`src/rtl/serial_pkg.sv`:
```
// Shared definitions for the serial word stream: transmitter states, residue type and bit order.
// The receive-side detectors import this package too.
package serial_pkg;

  typedef enum logic [1:0] {StIdle, StShift, StGap} state_e;

  localparam int unsigned Mod4 = 4;

  typedef logic [$clog2(Mod4)-1:0] residue_t;

  // Words go out most-significant bit first.
  localparam bit MsbFirst = 1'b1;

endpackage

```
`src/rtl/mod4_tracker.sv`:
```
// Running residue (mod 4) of an MSB-first bit stream, with a registered "prefix divisible" flag.
// Shared with the receive-side checkers.
module mod4_tracker
  import serial_pkg::*;
(
  input  logic     clk,
  input  logic     rst,
  input  logic     clear,
  input  logic     bit_valid,
  input  logic     bit_in,
  output residue_t residue,
  output logic     div4
);

  residue_t base;
  residue_t r_next;

  // A clear coinciding with a bit starts the new word from residue 0.
  always_comb begin
    base   = clear ? '0 : residue;
    r_next = residue_t'((2 * base + bit_in) % Mod4);
  end

  always_ff @(posedge clk) begin
    if (rst) begin
      residue <= '0;
      div4    <= 1'b0;
    end else begin
      if (bit_valid) begin
        residue <= r_next;
      end else if (clear) begin
        residue <= '0;
      end
      div4 <= bit_valid && (r_next == '0);
    end
  end

endmodule

```
`src/rtl/serial_word_tx.sv`:
```
// Parallel-to-serial word transmitter with framing, last-bit marker, done pulse and a golden
// prefix-divisible-by-4 flag for the serial divisibility detectors.
module serial_word_tx
  import serial_pkg::*;
#(
  parameter int unsigned WIDTH      = 8,
  parameter int unsigned GAP_CYCLES = 1
) (
  input  logic             clk,
  input  logic             rst,
  input  logic [WIDTH-1:0] data_in,
  input  logic             load_valid,
  output logic             load_ready,
  output logic             out,
  output logic             out_valid,
  output logic             last,
  output logic             div4,
  output logic             done
);

  localparam int unsigned     CntW    = $clog2(WIDTH);
  localparam int unsigned     GapW    = (GAP_CYCLES > 1) ? $clog2(GAP_CYCLES) : 1;
  localparam logic [CntW-1:0] LastCnt = CntW'(WIDTH - 1);
  localparam logic [GapW-1:0] GapLast = GapW'((GAP_CYCLES > 0) ? GAP_CYCLES - 1 : 0);
  localparam int unsigned     OutIdx  = MsbFirst ? WIDTH - 1 : 0;

  state_e           state_q;
  logic [WIDTH-1:0] shreg_q;
  logic [CntW-1:0]  cnt_q;
  logic [GapW-1:0]  gap_q;
  logic             last_bit;
  logic             accept;
  logic             bit_valid;
  logic             next_bit;
  residue_t         unused_residue;

  function automatic logic [WIDTH-1:0] advance(input logic [WIDTH-1:0] w);
    return MsbFirst ? (w << 1) : (w >> 1);
  endfunction

  // shreg_q holds the bits not yet on the wire, so next_bit is what the coming edge presents.
  always_comb begin
    last_bit   = (state_q == StShift) && (cnt_q == LastCnt);
    load_ready = (state_q == StIdle) || ((GAP_CYCLES == 0) && last_bit);
    accept     = load_valid && load_ready;
    bit_valid  = accept || ((state_q == StShift) && !last_bit);
    next_bit   = accept ? data_in[OutIdx] : shreg_q[OutIdx];
  end

  always_ff @(posedge clk) begin
    if (rst) begin
      state_q   <= StIdle;
      shreg_q   <= '0;
      cnt_q     <= '0;
      gap_q     <= '0;
      out       <= 1'b0;
      out_valid <= 1'b0;
      last      <= 1'b0;
      done      <= 1'b0;
    end else begin
      done <= last_bit;
      if (accept) begin
        state_q   <= StShift;
        shreg_q   <= advance(data_in);
        cnt_q     <= '0;
        out       <= next_bit;
        out_valid <= 1'b1;
        last      <= 1'b0;
      end else begin
        case (state_q)
          StShift: begin
            if (last_bit) begin
              state_q   <= (GAP_CYCLES > 0) ? StGap : StIdle;
              gap_q     <= '0;
              out       <= 1'b0;
              out_valid <= 1'b0;
              last      <= 1'b0;
            end else begin
              shreg_q <= advance(shreg_q);
              cnt_q   <= cnt_q + 1'b1;
              out     <= next_bit;
              last    <= (cnt_q + 1'b1 == LastCnt);
            end
          end
          StGap: begin
            if (gap_q == GapLast) begin
              state_q <= StIdle;
            end else begin
              gap_q <= gap_q + 1'b1;
            end
          end
          StIdle:  ;
          default: state_q <= StIdle;
        endcase
      end
    end
  end

  mod4_tracker u_mod4 (
    .clk       (clk),
    .rst       (rst),
    .clear     (accept),
    .bit_valid (bit_valid),
    .bit_in    (next_bit),
    .residue   (unused_residue),
    .div4      (div4)
  );

endmodule
```
`config.mk`:
```
export PLATFORM = sky130hd
export DESIGN_NAME = serial_word_tx
export DESIGN_NICKNAME = d
export VERILOG_FILES = /design/src/rtl/serial_pkg.sv /design/src/rtl/mod4_tracker.sv /design/src/rtl/serial_word_tx.sv
export SDC_FILE = /design/constraint.sdc
export NUM_CORES = 1
export LEC_CHECK = 0
export BUFFER_PORTS_ARGS = -buffer_cell sky130_fd_sc_hd__clkbuf_2
export CAP_MARGIN = 5
export CORE_MARGIN = 2
export CORE_UTILIZATION = 54
export CTS_CLUSTER_DIAMETER = 200
export DETAILED_ROUTE_END_ITERATION = 10
export GPL_TIMING_DRIVEN = 0
export PLACE_DENSITY = 0.79
export SYNTH_ARGS = -nofsm -noshare
export SYNTH_HDL_FRONTEND = slang
export SYNTH_SLANG_ARGS = --single-unit
export TNS_END_PERCENT = 1
```
`constraint.sdc`:
```
create_clock -name clk -period 3.6 [get_ports clk]
set_clock_uncertainty 0.15 [all_clocks]
set_input_delay 0.36 -clock clk [delete_from_list [all_inputs] [get_ports clk]]
set_output_delay 0.36 -clock clk [all_outputs]
set_load 0.01 [all_outputs]
```
==> impl_metrics.csv <==
group,metric,value,unit
global_routing,use_met3,2.59,%
power,p_leak,0.381,nW
cts,clock_sinks,18,
setup_path,worstPathCellList,"ha_1, ha_1, or3b_1, buf_2, nand2_1, a311oi_2",
floorplanning,core_area,1330,µm²
cts,cts_buffers,3,
global_routing,use_met2,31.9,%
timing,setup_ws,1750,ps
floorplanning,dieArea,1770,µm²
timing,fin_crit,1850,ps
timing,worst_pin_slew,500,ps
final_layout,drive_above_1_share,26.4,%
final_layout,mostFrequentLayoutCells,"dfxtp_1, clkbuf_2, nor2_1",
setup_path,cpMostUsedCell,"ha_1",
timing,setup_violations,0,
yosys,synth_compound_area_share,21.7,%
setup_path,timing.rr.end,"u_mod4.residue[0]$_SDFF_PP0_",
cts,cts_tree,"built",
yosys,synthCells,87,
placement,portBuffers,16,
run_status,status,"complete, no violations",
cts,cts_setup_buffers,0,
yosys,ys_seq_area_share,46.0,%
timing,fmax,0.541,GHz
yosys,synth-simple-area-share,21.6,%
drt,drc,0,
global_routing,antenna_found_initial,0,
cts,cts.hold.buffers_added,0,
timing,rsz0062_at_grt,"no",
global_routing,grt_pass1_wl,2540,µm
setup_path,critPathLaunchType,"flop",
timing,finalHoldViolations,0,
drt,routedWlPerCell,12.5,µm
yosys,yosys-top-cells-area,"dfxtp_1, a21oi_1, nor2_1, nand2_1, ha_1",
setup_path,slowest_delay,390,ps
yosys,synth_area,783,µm²
yosys,synth_xor_area_share,1.12,%
timing,tns,0,ps
setup_path,reg2reg_slack,1750,ps
min_path,hold_class,"input port to flop",
setup_path,critical_path_class,"flop to flop",
yosys,synth_top_area_share,46.0,%
yosys,ys_warn_count,0,
drt,drtAntennaViolNets,0,
drt,routed-via-count,680,
setup_path,critical_path_required,3620,ps
drt,drtIter0Drc,17,
setup_path,arrival,1860,ps
cts,cts_buffer_depth,2,
setup_path,startpoint,"cnt_q[0]$_SDFFE_PP0P_",
timing,finalHoldWorstSlack,149,ps
setup_path,r2r-start,"cnt_q[0]$_SDFFE_PP0P_",
setup_path,worstSetupEndpoint,"u_mod4.residue[0]$_SDFF_PP0_",
cts,cts-htree-levels,1,
global_routing,grt.busiest_layer,"met2",
yosys,synthAdderAreaFrac,4.79,%
setup_path,reg2reg_depth,6,
setup_path,path_depth,6,
floorplanning,die_width,42.1,µm
yosys,yosysTopAreaCell,"dfxtp_1",
timing,post-route-period-util,51.3,%
yosys,synth_nets,101,
cts,post_cts_resized,0,
floorplanning,initial_core_util,58.7,%
setup_path,cpMaxStageDelayCell,"or3b_1",
yosys,synth_top_family_by_area,"compound AO/OA/AOI/OAI gates",
floorplanning,ios,17,
setup_path,worst-path-max-fanout,10,
final_layout,n_antenna_cell,0,
placement,place_hpwl,1140,µm
drt,dr.pass1.iters,4,
setup_path,setup.worst_path.end_class,"flop",
final_layout,final_common_cell,"dfxtp_1",
yosys,ys_types,26,
final_layout,stdcell_count,121,
cts,clkLatencyLatePin,280,ps
cts,clock-root-buffer,"clkbuf_4",
global_routing,grt_max_degree,11,
setup_path,cpLargestDelayFamily,"simple AND/OR/NAND/NOR gates",
power,powerDensity,417,nW/µm²
yosys,syn_area_per_cell,9.00,µm²
power,max-vdd-ir-drop,0.321,mV
placement,dp_cells,118,
global_routing,overflow,0,
setup_path,path_buf_inv,1,
global_routing,grt_use_met1,24.2,%
flow_run,maxCapViolations,0,
drt,via_per_inst,5.62,
final_layout,nets,122,
global_routing,first_global_vias,593,
final_layout,area.growth.synth_to_final,15.5,%
global_routing,track_usage,18.3,%
timing,drv_slew,0,
placement,place.gp.congestion,0.704,
placement,place_ws,1770,ps
drt,finalWirelength,1520,µm
yosys,synth.area.mux_share,0,%
floorplanning,fp-row-count,13,
yosys,synth-seq-cells,18,
timing,slew-limit-headroom,66.5,%
cts,clk_pin_slew,90,ps
floorplanning,dieHeight,42.1,µm
==> worst min-delay path by stage <==
stage,start,endpoint,slack [ps],cells past startpoint
after floorplan,rst,u_mod4.residue[0]$_SDFF_PP0_,280,1
after global placement,shreg_q[3]$_SDFFE_PP0P_,shreg_q[3]$_SDFFE_PP0P_,300,2
after detailed placement,shreg_q[4]$_SDFFE_PP0P_,shreg_q[4]$_SDFFE_PP0P_,300,2
after CTS,data_in[0],shreg_q[1]$_SDFFE_PP0P_,160,3
after global routing,data_in[0],shreg_q[1]$_SDFFE_PP0P_,150,3
final,data_in[0],shreg_q[1]$_SDFFE_PP0P_,150,3
==> power breakdown <==
| group | leakage (nW) | switching [mW] | internal (mW) |
|---|---|---|---|
| sequential | 0.148 | 0.00858 | 0.212 |
| combinational | 0.219 | 0.0337 | 0.0278 |
| clock | 0.0138 | 0.0558 | 0.0389 |
==> layer usage <==
metal	routed length [µm]	part of all wire (%)	vias to the layer above
met5	0	0	-
met4	13	0.86	0
met3	65	4.3	3
met2	756	50	18
met1	681	45	315
li1	-	-	344
==> cells in the mapped netlist (all sizes together) <==
| cell | count |
|---|---|
| or2b | 1 |
| nand3 | 2 |
| nor3b | 2 |
| nand2 | 11 |
| clkbuf | 1 |
| nor2 | 12 |
| a31oi | 1 |
| o32a | 1 |
| or3b | 2 |
| o21ai | 2 |
| o21bai | 1 |
| nor2b | 1 |
| ha | 3 |
| a21oi | 10 |
| a32oi | 1 |
| nor3 | 2 |
| nand2b | 1 |
| dfxtp | 18 |
| a311oi | 1 |
| xnor2 | 1 |
| a22oi | 1 |
| a211oi | 6 |
| inv | 2 |
| buf | 4 |
==> metrics by stage <==
| step | area, µm² | power (mW) | utilization (%) |
|---|---|---|---|
| global route | 905 | 0.394 | 67.8 |
| floorplan | 783 | 0.266 | - |
| finish | 905 | 0.377 | 67.8 |
| detailed placement | 882 | 0.287 | 66.1 |
| global placement | 882 | 0.284 | 66.1 |
| CTS | 905 | 0.379 | 67.8 |
==> flip-flops by register name, summed over array words and instances, names as in the netlist <==
| signal | flops |
|---|---|
| shreg_q | 7 |
| cnt_q | 3 |
| state_q | 2 |
| done | 1 |
| last | 1 |
| out | 1 |
| out_valid | 1 |
| u_mod4.div4 | 1 |
| u_mod4.residue | 1 |
==> layout make-up <==
cell class | count | area [µm²]
fill | 118 | 429
multi-input combinational | 62 | 385
sequential | 18 | 360
timing repair buffer | 16 | 80.1
buffer | 5 | 30.0
clock buffer | 3 | 22.5
tap | 15 | 18.8
inverter | 2 | 7.51
==> logic make-up (layout without fill, tap and decap cells) <==
| group | after synthesis | after routing |
|---|---|---|
| buffers and inverters | 7 | 26 |
| xor gates and xnor gates | 1 | 1 |
| adders and majority gates | 3 | 3 |
| and+or+nand+nor | 34 | 34 |
| AOI/OAI and AO/OA | 24 | 24 |
| DFF | 18 | 18 |
==> worst register-to-register path, delay by kind of cell (launching register included) <==
kind                       cells  cell delay [ps]
buffers and inverters          1              200
DFF                            1              360
AOI/OAI and AO/OA              1               90
adders and majority gates      2              430
and+or+nand+nor                2              490
(Power assumes the default switching activity.)
